===== config.mk =====
export PLATFORM = sky130hd
export DESIGN_NAME = serial_adder_ctrl
export DESIGN_NICKNAME = d
export VERILOG_FILES = /design/src/rtl/serial_adder_ctrl.sv
export SDC_FILE = /design/constraint.sdc
export NUM_CORES = 1
export LEC_CHECK = 0
export ABC_AREA = 0
export ABC_CLOCK_PERIOD_IN_PS = 4400
export CORE_MARGIN = 2
export CORE_UTILIZATION = 50
export CTS_BUF_LIST = sky130_fd_sc_hd__clkbuf_8 sky130_fd_sc_hd__clkbuf_16
export CTS_CLUSTER_DIAMETER = 60
export DETAILED_ROUTE_END_ITERATION = 12
export GPL_ROUTABILITY_DRIVEN = 0
export PLACE_DENSITY = 0.79
export RECOVER_POWER = 50
export SLEW_MARGIN = 20
export SYNTH_ARGS = -nofsm -noshare
export SYNTH_HDL_FRONTEND = slang
export SYNTH_HIERARCHICAL = 1
export SYNTH_SLANG_ARGS = --single-unit

===== constraint.sdc =====
create_clock -name clk -period 4.4 [get_ports clk]
set_input_delay 0.88 -clock clk [delete_from_list [all_inputs] [get_ports clk]]
set_output_delay 0.88 -clock clk [all_outputs]
set_load 0.01 [all_outputs]

===== src/rtl/serial_adder_ctrl.sv =====
// Bit-serial add/subtract controller.
// A single 1-bit full-adder cell is reused once per bit position, LSB first.
// Subtraction is done as A + ~B + 1: the inverted B is latched and the carry
// flop is preloaded with 1.
//
// state  | meaning
// IDLE   | waiting for start; R, C_O and V hold the last result
// RUN    | one operand bit pair per cycle through the adder cell
// DONE   | one-cycle completion pulse, then back to IDLE

module fa_cell (
  input  logic a,
  input  logic b,
  input  logic carry_in,
  output logic sum,
  output logic carry_out
);
  // Plain combinational full adder.
  assign sum       = a ^ b ^ carry_in;
  assign carry_out = (a & b) | (carry_in & (a ^ b));
endmodule

module serial_adder_ctrl #(
  parameter int WIDTH = 32
) (
  input  logic             clk,
  input  logic             reset,
  input  logic             start,
  input  logic             op,
  input  logic [WIDTH-1:0] A,
  input  logic [WIDTH-1:0] B,
  output logic             busy,
  output logic             done,
  output logic [WIDTH-1:0] R,
  output logic             C_O,
  output logic             V
);
  // One extra bit so the counter reaches WIDTH without wrapping.
  localparam int CW = $clog2(WIDTH) + 1;
  localparam logic [CW-1:0] LAST_BIT = CW'(WIDTH - 1);

  typedef enum logic [1:0] {
    S_IDLE = 2'd0,
    S_RUN  = 2'd1,
    S_DONE = 2'd2
  } state_t;

  state_t           state;
  state_t           state_nxt;
  logic [WIDTH-1:0] a_sh;
  logic [WIDTH-1:0] b_sh;
  logic             carry;
  logic [CW-1:0]    cnt;
  logic             sum;
  logic             cout;
  logic             last_bit;

  // The shift registers move right, so bit 0 always holds operand bit[cnt].
  fa_cell u_fa (
    .a         (a_sh[0]),
    .b         (b_sh[0]),
    .carry_in  (carry),
    .sum       (sum),
    .carry_out (cout)
  );

  assign last_bit = (cnt == LAST_BIT);

  // State register.
  always_ff @(posedge clk) begin
    if (reset) state <= S_IDLE;
    else       state <= state_nxt;
  end

  // Next-state logic; start is only honoured in IDLE.
  always_comb begin
    state_nxt = state;
    case (state)
      S_IDLE:  if (start) state_nxt = S_RUN;
      S_RUN:   if (last_bit) state_nxt = S_DONE;
      S_DONE:  state_nxt = S_IDLE;
      default: state_nxt = S_IDLE;
    endcase
  end

  // Status outputs decoded from state.
  always_comb begin
    busy = (state == S_RUN);
    done = (state == S_DONE);
  end

  // Operand capture, per-bit shift/accumulate and flag capture on the MSB.
  always_ff @(posedge clk) begin
    if (reset) begin
      a_sh  <= '0;
      b_sh  <= '0;
      carry <= 1'b0;
      cnt   <= '0;
      R     <= '0;
      C_O   <= 1'b0;
      V     <= 1'b0;
    end else begin
      case (state)
        S_IDLE: begin
          if (start) begin
            a_sh  <= A;
            b_sh  <= op ? ~B : B;
            carry <= op;
            cnt   <= '0;
          end
        end
        S_RUN: begin
          a_sh  <= a_sh >> 1;
          b_sh  <= b_sh >> 1;
          R     <= {sum, R[WIDTH-1:1]};
          carry <= cout;
          cnt   <= cnt + CW'(1);
          if (last_bit) begin
            // carry still holds the carry into the MSB here.
            C_O <= cout;
            V   <= carry ^ cout;
          end
        end
        default: ;
      endcase
    end
  end
endmodule


== Word level (Yosys, flattened, before mapping) ==
Index checks and enable logic that the tools add are counted.
Cells by class
  $add $sub $neg: 1
  multiply operators: 0
  div/mod/pow operators: 0
  magnitude comparators: 0
  eq/ne operators: 5
  shift operators: 0
  multiplexer cells: 12
  bitwise logic cells: 7
  reductions and logical operators: 5
Operators with widths (count)
  case mux 32 bit (2 select lines): 2
  2-to-1 mux 32 bit: 3
  NOT 32 bit: 1
  case mux 6 bit (2 select lines): 1
  adder 6 x 1 -> 6 bit (second input constant): 1
  equality test 6 x 5 -> 1 bit (second input constant): 1
  2-to-1 mux 6 bit: 1
  AND reduction 2 bit: 3
  2-to-1 mux 2 bit: 2
  case mux 2 bit (2 select lines): 1
  bitwise XOR 1 bit: 3
  bitwise AND 1 bit: 2
  equality test 2 x 1 -> 1 bit (second input constant): 1
  equality test 2 bit (second input constant): 1
  logical NOT 2 bit: 1
  inequality test 2 x 1 -> 1 bit (second input constant): 1
  inequality test 2 bit (second input constant): 1
  case mux 1 bit (2 select lines): 1
  nonzero test 2 bit: 1
  2-to-1 mux 1 bit: 1
  OR 1 bit: 1
Word-level totals
  register bits: 107
  bits in latches: 0
  RAM bits: 0
  ROM bits: 0
  bits of input ports: 68
  output and inout port bits: 36
  word-level logic and storage cells: 38
  memories: 0

== Logic depth before layout (Yosys ltp) ==
Gate-level depths: netlist of the first run.
  depth in word-level cells: 4
  gate-level depth with buffers: 8
  depth with buffers taken out: 4

== Hierarchy ==
The synthesis of the first run kept the hierarchy.
By module, submodules not included
  serial_adder_ctrl: times used 1, cells each 539, area an instance 4765.8 um2, sequential area each 2142.1 um2
  fa_cell: times used 1, cells each 1, area an instance 20.0 um2, sequential area each 0.0 um2

== Worst setup path after synthesis of the first run ==
Ideal clock, no wire load.
  kind: register to output
  from: reg state[1]
  to: out done
  data arrival time: 1.131 ns
  required time: 3.520 ns
  setup slack: 2.389 ns
  cell stages (with the launch flop): 5
  buffers on the path: 3
  path through: dfxtp_1 buf_6 clkbuf_1 buf_2 nor2b_1
Between the ends
  longest elaborated chain between the ends: 1
RTL lines
  start: declaration: line 48  | state_t state;
  start signal: assignment: line 72  | else state <= state_nxt;
  equality test 2 bit: line 89  | done = (state == S_DONE);
  end: declaration: line 33  | output logic done,
No other way between the ends.

== Final worst setup path of the first run ==
  from: in start
  to: reg cnt[2]
Between the ends
  longest elaborated chain between the ends: 2
RTL lines
  start: declaration: line 28  | input logic start,
  inequality test 2 bit (no line)
  AND reduction 2 bit (no line)
  end signal: assignment: line 117  | cnt <= cnt + CW'(1);
  end: declaration: line 53  | logic [CW-1:0] cnt;
No other way between the ends.
A chain may end at the register's enable or synchronous reset.

==> results of run 1 <==
==> critical path, stage by stage <==
cell and delay (ns):
sky130_fd_sc_hd__dlygate4sd3_1 1.10, sky130_fd_sc_hd__o21ba_2 0.23, sky130_fd_sc_hd__clkbuf_1 0.96, sky130_fd_sc_hd__o211a_1 0.28
sky130_fd_sc_hd__nor3_1 0.05
==> placed cells by master (no fill, tap or decap), drive strengths merged, types with 28 or more instances in the layout <==
cell type | netlist | layout
nor2 | 48 | 48
a21oi | 62 | 62
xnor2 | 32 | 32
dlygate4sd3 | 0 | 35
nor3 | 30 | 30
nand2 | 65 | 65
clkdlybuf4s50 | 0 | 66
nand2b | 29 | 29
or3b | 28 | 28
dfxtp | 107 | 107
==> synth_stat cells, drive strengths merged <==
cell and number:
and2 4, a31oi 1, nand2b 29, a211oi 1, nor4b 1, o21bai 1
or3b 28, nor3b 5, mux2 3, o211a 1, a221o 18, nand4 5
o22ai 17, nand2 65, xor2 1, o21ba 1, a21oi 62, xnor2 32
dfxtp 107, fa 1, nor2b 2, clkbuf 21, a21o 1, a31o 1
inv 2, a22o 3, a22oi 17, or4b 1, and3 1, nor2 48
nor3 30, ha 1, buf 29
==> layer usage <==
metal,vias up,track usage,share of wire
met4,0,0.0687,0.016
met1,1818,0.249,0.48
met5,-,0,0
met3,14,0.0356,0.046
li1,2014,-,-
met2,88,0.322,0.46
==> state kept, by name (all words and copies together) (netlist names) <==
name / cells
a_sh: 32
state: 2
R: 32
carry: 1
V: 1
cnt: 6
C_O: 1
b_sh: 32
==> kinds of logic (layout without fill, tap and decap cells) <==
kind of cell	after synthesis	in the layout	share of synthesized area
buf+inv	52	129	0.0541
xor+xnor	33	33	0.0604
compound gates	124	124	0.185
mux	3	3	0.00706
flops	107	107	0.448
simple gates	219	219	0.239
fa+ha+maj	2	2	0.00680
==> power breakdown <==
part           switching (mW)  total, mW  leakage [nW]  internal, mW
combinational           0.173      0.349          1.25         0.176
clock                   0.331      0.655         0.110         0.325
sequential             0.0342       1.07         0.876          1.03
==> worst paths after layout <==
path,to,slack (ns),cells after the start
worst max-delay path,cnt[2],1.10,5
worst min-delay path,R[0],0.46,2
worst max register to register,cnt[3],1.19,6
worst min register to register,R[0],0.46,2
==> metrics by stage <==
stage	std cells	instance area, µm²
2_1_floorplan	540	4790
3_3_place_gp	730	5780
3_5_place_dp	730	5780
4_1_cts	746	6000
5_1_grt	746	6000
6_report	746	6000
==> cell type report <==
type / instances / area [µm²] / area share
multi-input combinational: 381 / 2380 / 0.398
sequential: 107 / 2140 / 0.357
timing repair buffer: 111 / 1080 / 0.179
tap: 129 / 161 / 0.0269
clock buffer: 9 / 124 / 0.0207
clock inverter: 7 / 98.8 / 0.0165
inverter: 2 / 7.51 / 0.00125
==> impl_metrics.csv, run 1 <==
group,metric,value,unit
status,outcome,"finished, violations left",
status,failed_checks,"max-capacitance violations, max-slew violations",
cells_and_area,filler_cell_count,797,
timing,final.period_utilization,0.751,
yosys,synth_seq_cells,107,
timing,report.final.hold_viol_count,0,
run,max_cap_check_violation_count,1,
clock_network,ctsHtreeMaxLevel,3,
timing,final.min_clock_period,3.30,ns
cells_and_area,design.final.nets,682,
setup_path,crit_fanout,33,
worst_hold_path,hold_path_class,"reg2reg",
timing,number_of_pins_with_negative_max_slew_slack_in_the_final_report,59,
cells_and_area,syn2layout_area_growth,25.3,%
yosys,synth.area.top_cells,"sky130_fd_sc_hd__dfxtp_1, sky130_fd_sc_hd__a21oi_1, sky130_fd_sc_hd__xnor2_1",
setup_path,worstSetupStartpointType,"input pin",
clock_network,post_cts.repair.setup_buffers,0,
routing,routedWlPerCell,13.2,µm
cells_and_area,utilization,0.646,
pwr,total_power,2.07,mW
die,io_pins,104,
placed_design,place_worst_setup_slack,1.25,ns
timing,max_slew.worst_pin.slew,2.35,ns
worst_hold_path,hold_start,"R[0]",
clock_network,root_buffer_cell,"sky130_fd_sc_hd__clkbuf_8",
clock_network,cts_sinks,107,
die,floorplan.die.height,102,µm
routing,vias,3934,
die,floorplan.initialDensity,0.515,
grt,grt_pass1_vias,3695,
timing,clock-skew-final,0.00649,ns
clock_network,max-clock-path-buffers,2,
yosys,yosys_warnings,6,
routing,post-route-drc-count,0,
yosys,netlist.area_leader.share,0.448,
placed_design,number_of_input_and_output_port_buffers_inserted,103,
pwr,power_per_standard_cell_area,345,nW/µm²
yosys,syn_area_per_cell,8.86,µm²
routing,mean_number_of_vias_per_cell,5.27,
yosys,synth_area_leader_cell,"sky130_fd_sc_hd__dfxtp_1",
routing,drt-total-wl,9820,µm
yosys,ys_types,39,
timing,clock.fmax,0.303,GHz
timing,fin_setup_tns,0,ns
timing,finalSetupViolations,0,
cells_and_area,post_route_cells_drive_above_1_share,0.131,
cells_and_area,n_antenna_cell,0,
routing,dr.pass1.iters,5,
die,placeableCoreArea,9280,µm²
timing,rsz_0062_raised_after_global_routing,"false",
setup_path,cp_data_required_time,4.62,ns
clock_network,post_cts_resize_count,0,
yosys,synth_fp_nets,610,
pwr,static_leakage,2.23,nW
pwr,ir_drop,202,µV
routing,dr.first_iter.drc_count,158,
grt,grt_max_degree,63,
clock_network,cts_hold_buffers,0,
die,design.die.area,10400,µm²
setup_path,rr_startpoint,"state[1]",
placed_design,post_detail_place_hpwl,6530,µm
grt,grt_antenna_before_repair,0,
timing,hold-worst-slack,0.458,ns
timing,timing.final.ws_setup,1.10,ns
clock_network,cts_tree,"yes",
yosys,synth-seq-area-share,0.448,
clock_network,clkSlewWorstSetupHoldPaths,0.10,ns
clock_network,clkLatencyLatePin,0.36,ns
grt,grt_pass1_wl,16400,µm
timing,worst_slew_margin_rel,-0.564,
setup_path,setup.worst_path.class,"in2reg",
setup_path,crit_path_end_kind,"register",
die,fp-row-count,35,
routing,antenna_violating_nets_post_route,0,
yosys,instance_count_of_the_mapped_netlist,540,
grt,grt-ovfl-total,0,
setup_path,startpoint,"start",
die,floorplan.die.width,102,µm
clock_network,numCtsBuffers,9,
setup_path,arrival_time_worst_endpoint,3.53,ns
yosys,syn-cell-area,4790,µm²
grt,grt_use_total,0.192,
Note: power is estimated with default switching activity, not from simulation.
==> run 2: changes to the inputs <==
--- a/config.mk
+++ b/config.mk
@@ -6,7 +6,7 @@
 export NUM_CORES = 1
 export LEC_CHECK = 0
 export ABC_AREA = 0
-export ABC_CLOCK_PERIOD_IN_PS = 4400
+export ABC_CLOCK_PERIOD_IN_PS = 3300
 export CORE_MARGIN = 2
 export CORE_UTILIZATION = 50
 export CTS_BUF_LIST = sky130_fd_sc_hd__clkbuf_8 sky130_fd_sc_hd__clkbuf_16
==> constraint.sdc (replaced) <==
create_clock -name clk -period 3.3 [get_ports clk]
set_input_delay 0.66 -clock clk [delete_from_list [all_inputs] [get_ports clk]]
set_output_delay 0.66 -clock clk [all_outputs]
set_load 0.01 [all_outputs]
==> run 2 against run 1 <==
The flow now finishes without violations. Die area stayed put. Power is 27% higher. Sequential share of layout area is 0.20 points higher. Critical path depth is 2 lower. Via count is 0.25% higher. Clock-buffer cell count stayed put. Cell area is 0.61% lower. Global-route usage is 0.46 points higher. First-iteration DRC count is 7.6% higher. Sequential cell count stayed put. Largest cell class unchanged. Highest routed layer unchanged.
==> impl_metrics.csv, run 2 (synthesized netlist as in run 1, its figures left out) <==
group,metric,value,unit
die,io_pins,104,
cells_and_area,filler_cell_count,799,
clock_network,ctsHtreeMaxLevel,3,
routing,met1Wirelength,4570,µm
timing,worst_slew_margin_rel,0.215,
pwr,p_sw_frac,0.281,
clock_network,post_cts_resize_count,0,
timing,final.min_clock_period,2.69,ns
pwr,p_int,1.90,mW
pwr,share_clk_of_total_power,0.285,
clock_network,clkLatencyLatePin,0.36,ns
grt,grt_antenna_before_repair,0,
grt,grt-ovfl-total,0,
routing,antenna_violating_nets_post_route,0,
pwr,ir_drop,217,µV
routing,mean_number_of_vias_per_cell,5.28,
timing,fin_setup_tns,0,ns
setup_path,cp_slowest_cell,"sky130_fd_sc_hd__dfxtp_1",
routing,dr.pass1.iters,4,
routing,post-route-drc-count,0,
clock_network,cts_hold_buffers,0,
timing,hold-worst-slack,0.458,ns
setup_path,arrival_time_worst_endpoint,2.03,ns
timing,finalSetupViolations,0,
pwr,static_leakage,2.19,nW
setup_path,startpoint,"state[0]",
setup_path,crit_fanout,27,
setup_path,largest_delay_share_family_worst_path,"flip-flops",
cells_and_area,most_common_library_cell_in_the_layout_ignoring_fill_and_taps,"sky130_fd_sc_hd__dfxtp_1",
setup_path,cp_peak_stage_delay,0.84,ns
setup_path,timing.critical_path.cells,"nand2b_1, inv_1, clkdlybuf4s50_1",
grt,grt_pass1_vias,3645,
cells_and_area,postLayoutCellArea,5960,µm²
cells_and_area,top_regs,"R x32, a_sh x32, b_sh x32",
setup_path,worstRegToRegCells,5,
routing,met3WireLength,489,µm
cells_and_area,n_antenna_cell,0,
clock_network,clkSlewWorstSetupHoldPaths,0.10,ns
cells_and_area,syn2layout_area_growth,24.5,%
setup_path,critical_path_buf_inv_count,2,
timing,max_slew.worst_pin.slew,1.16,ns
setup_path,rr_startpoint,"state[0]",
timing,clock-skew-final,0.00936,ns
routing,routedWlPerCell,13.5,µm
timing,final.period_utilization,0.815,
setup_path,worstReg2RegEnd,"cnt[2]",
die,floorplan.die.width,102,µm
grt,grt_pass1_wl,16600,µm
setup_path,cp_data_required_time,2.64,ns
cells_and_area,design.final.nets,683,
clock_network,cts_sinks,107,
timing,report.final.hold_viol_count,0,
pwr,power.share.combinational,0.173,
grt,grt_use_total,0.197,
setup_path,worstSetupStartpointType,"register",
die,floorplan.initialDensity,0.515,
die,floorplan.die.height,102,µm
clock_network,numCtsBuffers,9,
status,outcome,"finished clean",
die,fp-row-count,35,
setup_path,worstSetupPathDepth,3,
routing,met2RoutedLength,4850,µm
timing,number_of_pins_with_negative_max_slew_slack_in_the_final_report,0,
setup_path,setup.worst_path.class,"reg2out",
placed_design,post_detail_place_hpwl,6780,µm
clock_network,post_cts.repair.setup_buffers,0,
setup_path,crit_path_end_kind,"output pin",
timing,clock.fmax,0.372,GHz
timing,rsz_0062_raised_after_global_routing,"false",
setup_path,r2r_slack,0.62,ns
cells_and_area,post_route_cells_drive_above_1_share,0.133,
pwr,power_per_standard_cell_area,443,nW/µm²
die,design.die.area,10400,µm²
setup_path,last_element_of_the_critical_path,"busy",
die,placeableCoreArea,9280,µm²
placed_design,number_of_input_and_output_port_buffers_inserted,103,
pwr,net-switching-power,741,µW
cells_and_area,most-common-layout-cells,"sky130_fd_sc_hd__dfxtp_1, sky130_fd_sc_hd__clkdlybuf4s50_1, sky130_fd_sc_hd__nand2_1",
routing,dr.first_iter.drc_count,170,
placed_design,post_dp_cell_area,5790,µm²
clock_network,max-clock-path-buffers,2,
clock_network,cts_tree,"yes",
routing,drt-total-wl,10100,µm
grt,grt_max_degree,59,
run,max_cap_check_violation_count,0,
worst_hold_path,hold_path_class,"reg2reg",
routing,highest-signal-layer,"met4",
routing,vias,3944,
pwr,seq_power_share,0.542,
clock_network,root_buffer_cell,"sky130_fd_sc_hd__clkbuf_8",
-- run 2: cell count changes in the layout (fill, tap and decap cells not counted), sizes merged --
cell / change
bufinv: -2
clkbuf: +1
clkdlybuf4s50: +9
clkinvlp: +2
dlygate4sd3: -9
-- run 2: worst min-delay path by stage --
stage,end,slack [ns],cells past startpoint,from
global placement,R[0],0.44,2,R[0]
floorplan,a_sh[31],0.44,1,a_sh[31]
CTS,R[0],0.47,2,R[0]
detailed placement,R[0],0.45,2,R[0]
finish,R[0],0.46,2,R[0]
global route,R[0],0.49,2,R[0]
-- run 2: cell type report --
cell class / instances / area, µm² / area share
multi-input cells: 381 / 2380 / 0.399
flip-flops and latches: 107 / 2140 / 0.359
repair buffers: 112 / 1080 / 0.182
well taps: 129 / 161 / 0.0271
clock buffers: 9 / 124 / 0.0208
clock inverters: 7 / 62.6 / 0.0105
inverters: 2 / 7.51 / 0.00126
-- run 2: metrics by stage --
| stage | cells | total power, mW | worst slack, ns | utilization |
|---|---|---|---|---|
| CTS | 747 | 2.67 | 0.774 | 0.644 |
| finish | 747 | 2.64 | 0.610 | 0.642 |
| floorplan | 540 | 1.78 | 1.51 | - |
| global route | 747 | 2.77 | 0.396 | 0.642 |
| global placement | 731 | 1.91 | 0.787 | 0.623 |
| detailed placement | 731 | 1.92 | 0.772 | 0.623 |
-- run 2: tightest hold or removal path, cell delays in order (launching register included) --
cell	delay (ns)
sky130_fd_sc_hd__dfxtp_1	0.32
sky130_fd_sc_hd__nand2_1	0.05
sky130_fd_sc_hd__a21oi_1	0.05
-- run 2: power groups by stage --
stage               registers (mW)  logic [mW]  clock network (mW)
floorplan                     1.44       0.337                   0
global placement              1.46       0.452                   0
detailed placement            1.46       0.463                   0
CTS                           1.43       0.464               0.772
global route                  1.44       0.506               0.823
finish                        1.43       0.456               0.753
-- run 2: per-layer routing --
layer / global-route usage / vias up
li1: - / 2012
met1: 0.254 / 1819
met2: 0.331 / 97
met3: 0.0369 / 16
met4: 0.0697 / 0
met5: 0 / -
==> run 3: changes to the inputs <==
--- a/config.mk
+++ b/config.mk
@@ -6,7 +6,7 @@
 export NUM_CORES = 1
 export LEC_CHECK = 0
 export ABC_AREA = 0
-export ABC_CLOCK_PERIOD_IN_PS = 3300
+export ABC_CLOCK_PERIOD_IN_PS = 2700
 export CORE_MARGIN = 2
 export CORE_UTILIZATION = 50
 export CTS_BUF_LIST = sky130_fd_sc_hd__clkbuf_8 sky130_fd_sc_hd__clkbuf_16
==> constraint.sdc (replaced) <==
create_clock -name clk -period 2.7 [get_ports clk]
set_input_delay 0.54 -clock clk [delete_from_list [all_inputs] [get_ports clk]]
set_output_delay 0.54 -clock clk [all_outputs]
set_load 0.01 [all_outputs]
==> run 3 against run 2 <==
Largest cell class unchanged. First-iteration DRC count increased by 16%. Critical path type is now reg2reg. Clock-buffer cell count up 1. Non-clock buffer count rose by 2.
==> impl_metrics.csv, run 3 (synthesized netlist as in run 1, its figures left out) <==
group,metric,value,unit
grt,grt_pass1_wl,17100,µm
pwr,static_leakage,2.17,nW
die,io_pins,104,
clock_network,root_buffer_cell,"sky130_fd_sc_hd__clkbuf_8",
setup_path,timing.critical_path.cells,"buf_4, nand2b_1, clkbuf_2, nor2_1, buf_4, a221o_2",
timing,max_slew.worst_pin.slew,1.11,ns
routing,dr.pass1.iters,4,
routing,dr.first_iter.drc_count,198,
cells_and_area,top_regs,"R x32, a_sh x32, b_sh x32",
die,floorplan.die.height,102,µm
clock_network,cts_sinks,107,
timing,final.min_clock_period,2.35,ns
setup_path,timing.critical_path.mode_cell,"sky130_fd_sc_hd__buf_4",
routing,highest-signal-layer,"met4",
clock_network,clkSlewWorstSetupHoldPaths,0.10,ns
timing,rsz_0062_raised_after_global_routing,"false",
timing,timing.final.ws_setup,0.353,ns
cells_and_area,n_antenna_cell,0,
die,design.die.area,10400,µm²
cells_and_area,post_layout_nonfiller_instances,749,
setup_path,worstSetupStartpointType,"register",
die,floorplan.die.width,102,µm
setup_path,cp_peak_stage_delay,0.57,ns
status,outcome,"finished clean",
cells_and_area,syn2layout_area_growth,25.2,%
timing,finalSetupViolations,0,
cells_and_area,utilization,0.645,
grt,grt_pass1_vias,3841,
timing,report.final.hold_viol_count,0,
timing,final.period_utilization,0.869,
clock_network,ctsHtreeMaxLevel,3,
clock_network,post_cts_resize_count,0,
routing,routedWlPerCell,13.6,µm
cells_and_area,design.final.nets,685,
clock_network,numCtsBuffers,9,
run,max_cap_check_violation_count,0,
die,placeableCoreArea,9280,µm²
setup_path,crit_fanout,35,
routing,met2RoutedLength,4830,µm
timing,clock.fmax,0.426,GHz
grt,grt-ovfl-total,0,
cells_and_area,most_common_library_cell_in_the_layout_ignoring_fill_and_taps,"sky130_fd_sc_hd__dfxtp_1",
grt,grt_antenna_before_repair,0,
timing,number_of_pins_with_negative_max_slew_slack_in_the_final_report,0,
setup_path,setup.worst_path.class,"reg2reg",
routing,met3WireLength,432,µm
clock_network,clkLatencyLatePin,0.36,ns
routing,vias,3973,
pwr,total_power,3.30,mW
cells_and_area,most-common-layout-cells,"sky130_fd_sc_hd__dfxtp_1, sky130_fd_sc_hd__clkdlybuf4s50_1, sky130_fd_sc_hd__nand2_1",
timing,clock-skew-final,0.00762,ns
placed_design,placed_cell_count,733,
routing,mean_number_of_vias_per_cell,5.30,
cells_and_area,post_route_cells_drive_above_1_share,0.139,
clock_network,cts_hold_buffers,0,
setup_path,crit_path_end_kind,"register",
routing,post-route-drc-count,0,
die,floorplan.initialDensity,0.515,
pwr,power_per_standard_cell_area,551,nW/µm²
worst_hold_path,hold_path_class,"reg2reg",
placed_design,place_worst_setup_slack,0.0318,ns
clock_network,cts_tree,"yes",
routing,met1Wirelength,4760,µm
clock_network,post_cts.repair.setup_buffers,0,
grt,grt_use_total,0.203,
die,fp-row-count,35,
clock_network,max-clock-path-buffers,2,
pwr,ir_drop,287,µV
timing,fin_setup_tns,0,ns
timing,worst_slew_margin_rel,0.263,
routing,antenna_violating_nets_post_route,0,
placed_design,number_of_input_and_output_port_buffers_inserted,103,
setup_path,cp_data_required_time,2.95,ns
placed_design,post_detail_place_hpwl,6790,µm
setup_path,cp_slowest_cell,"sky130_fd_sc_hd__clkbuf_2",
routing,drt-total-wl,10200,µm
grt,grt_max_degree,59,
setup_path,arrival_time_worst_endpoint,2.60,ns
run 3: changes by cell type in the layout (fill, tap and decap cells not counted), sizes merged:
cell	before	now
buf	8	9
clkdlybuf4s50	75	84
bufinv	0	1
dlygate4sd3	26	17
clkinvlp	3	2
inv	4	3
clkbuf	12	14
run 3: final cells by class:
| class | instances | area, µm² |
|---|---|---|
| clock inverters | 6 | 63.8 |
| well taps | 129 | 161 |
| clock buffers | 10 | 138 |
| inverters | 2 | 7.51 |
| repair buffers | 114 | 1090 |
| multi-input cells | 381 | 2380 |
| flip-flops and latches | 107 | 2140 |
| fillers | 797 | 3290 |
run 3: layer usage:
layer  vias to the layer above  GRT usage
met5                         -          0
met1                      1856      0.258
li1                       2021          -
met2                        83      0.351
met3                        13     0.0321
met4                         0     0.0708
run 3: report_power, final:
group	switching (mW)	leakage [nW]	internal (mW)
Clock	0.531	0.0987	0.454
Combinational	0.285	1.19	0.288
Sequential	0.0573	0.876	1.68
Total	0.874	2.17	2.43
run 3: metrics by stage:
step	hold slack [ns]	cell area, µm²
detailed placement	0.454	5800
global placement	0.444	5800
CTS	0.468	6000
floorplan	0.440	4790
global route	0.491	5990
finish	0.460	5990
run 3: critical path, delay by kind of cell (launching register included):
kind                   cells  cell delay, ns
AO/OA/AOI/OAI              1            0.40
buffers and inverters      3            1.16
flip-flops                 1            0.34
AND/OR/NAND/NOR            2            0.32
run 3: final timing paths:
check,endpoint,start,slack [ns],depth (start not counted)
worst max-delay path,b_sh[2],state[1],0.35,6
worst max register to register,b_sh[2],state[1],0.35,6
worst min-delay path,R[0],R[0],0.46,2
worst min register to register,R[0],R[0],0.46,2
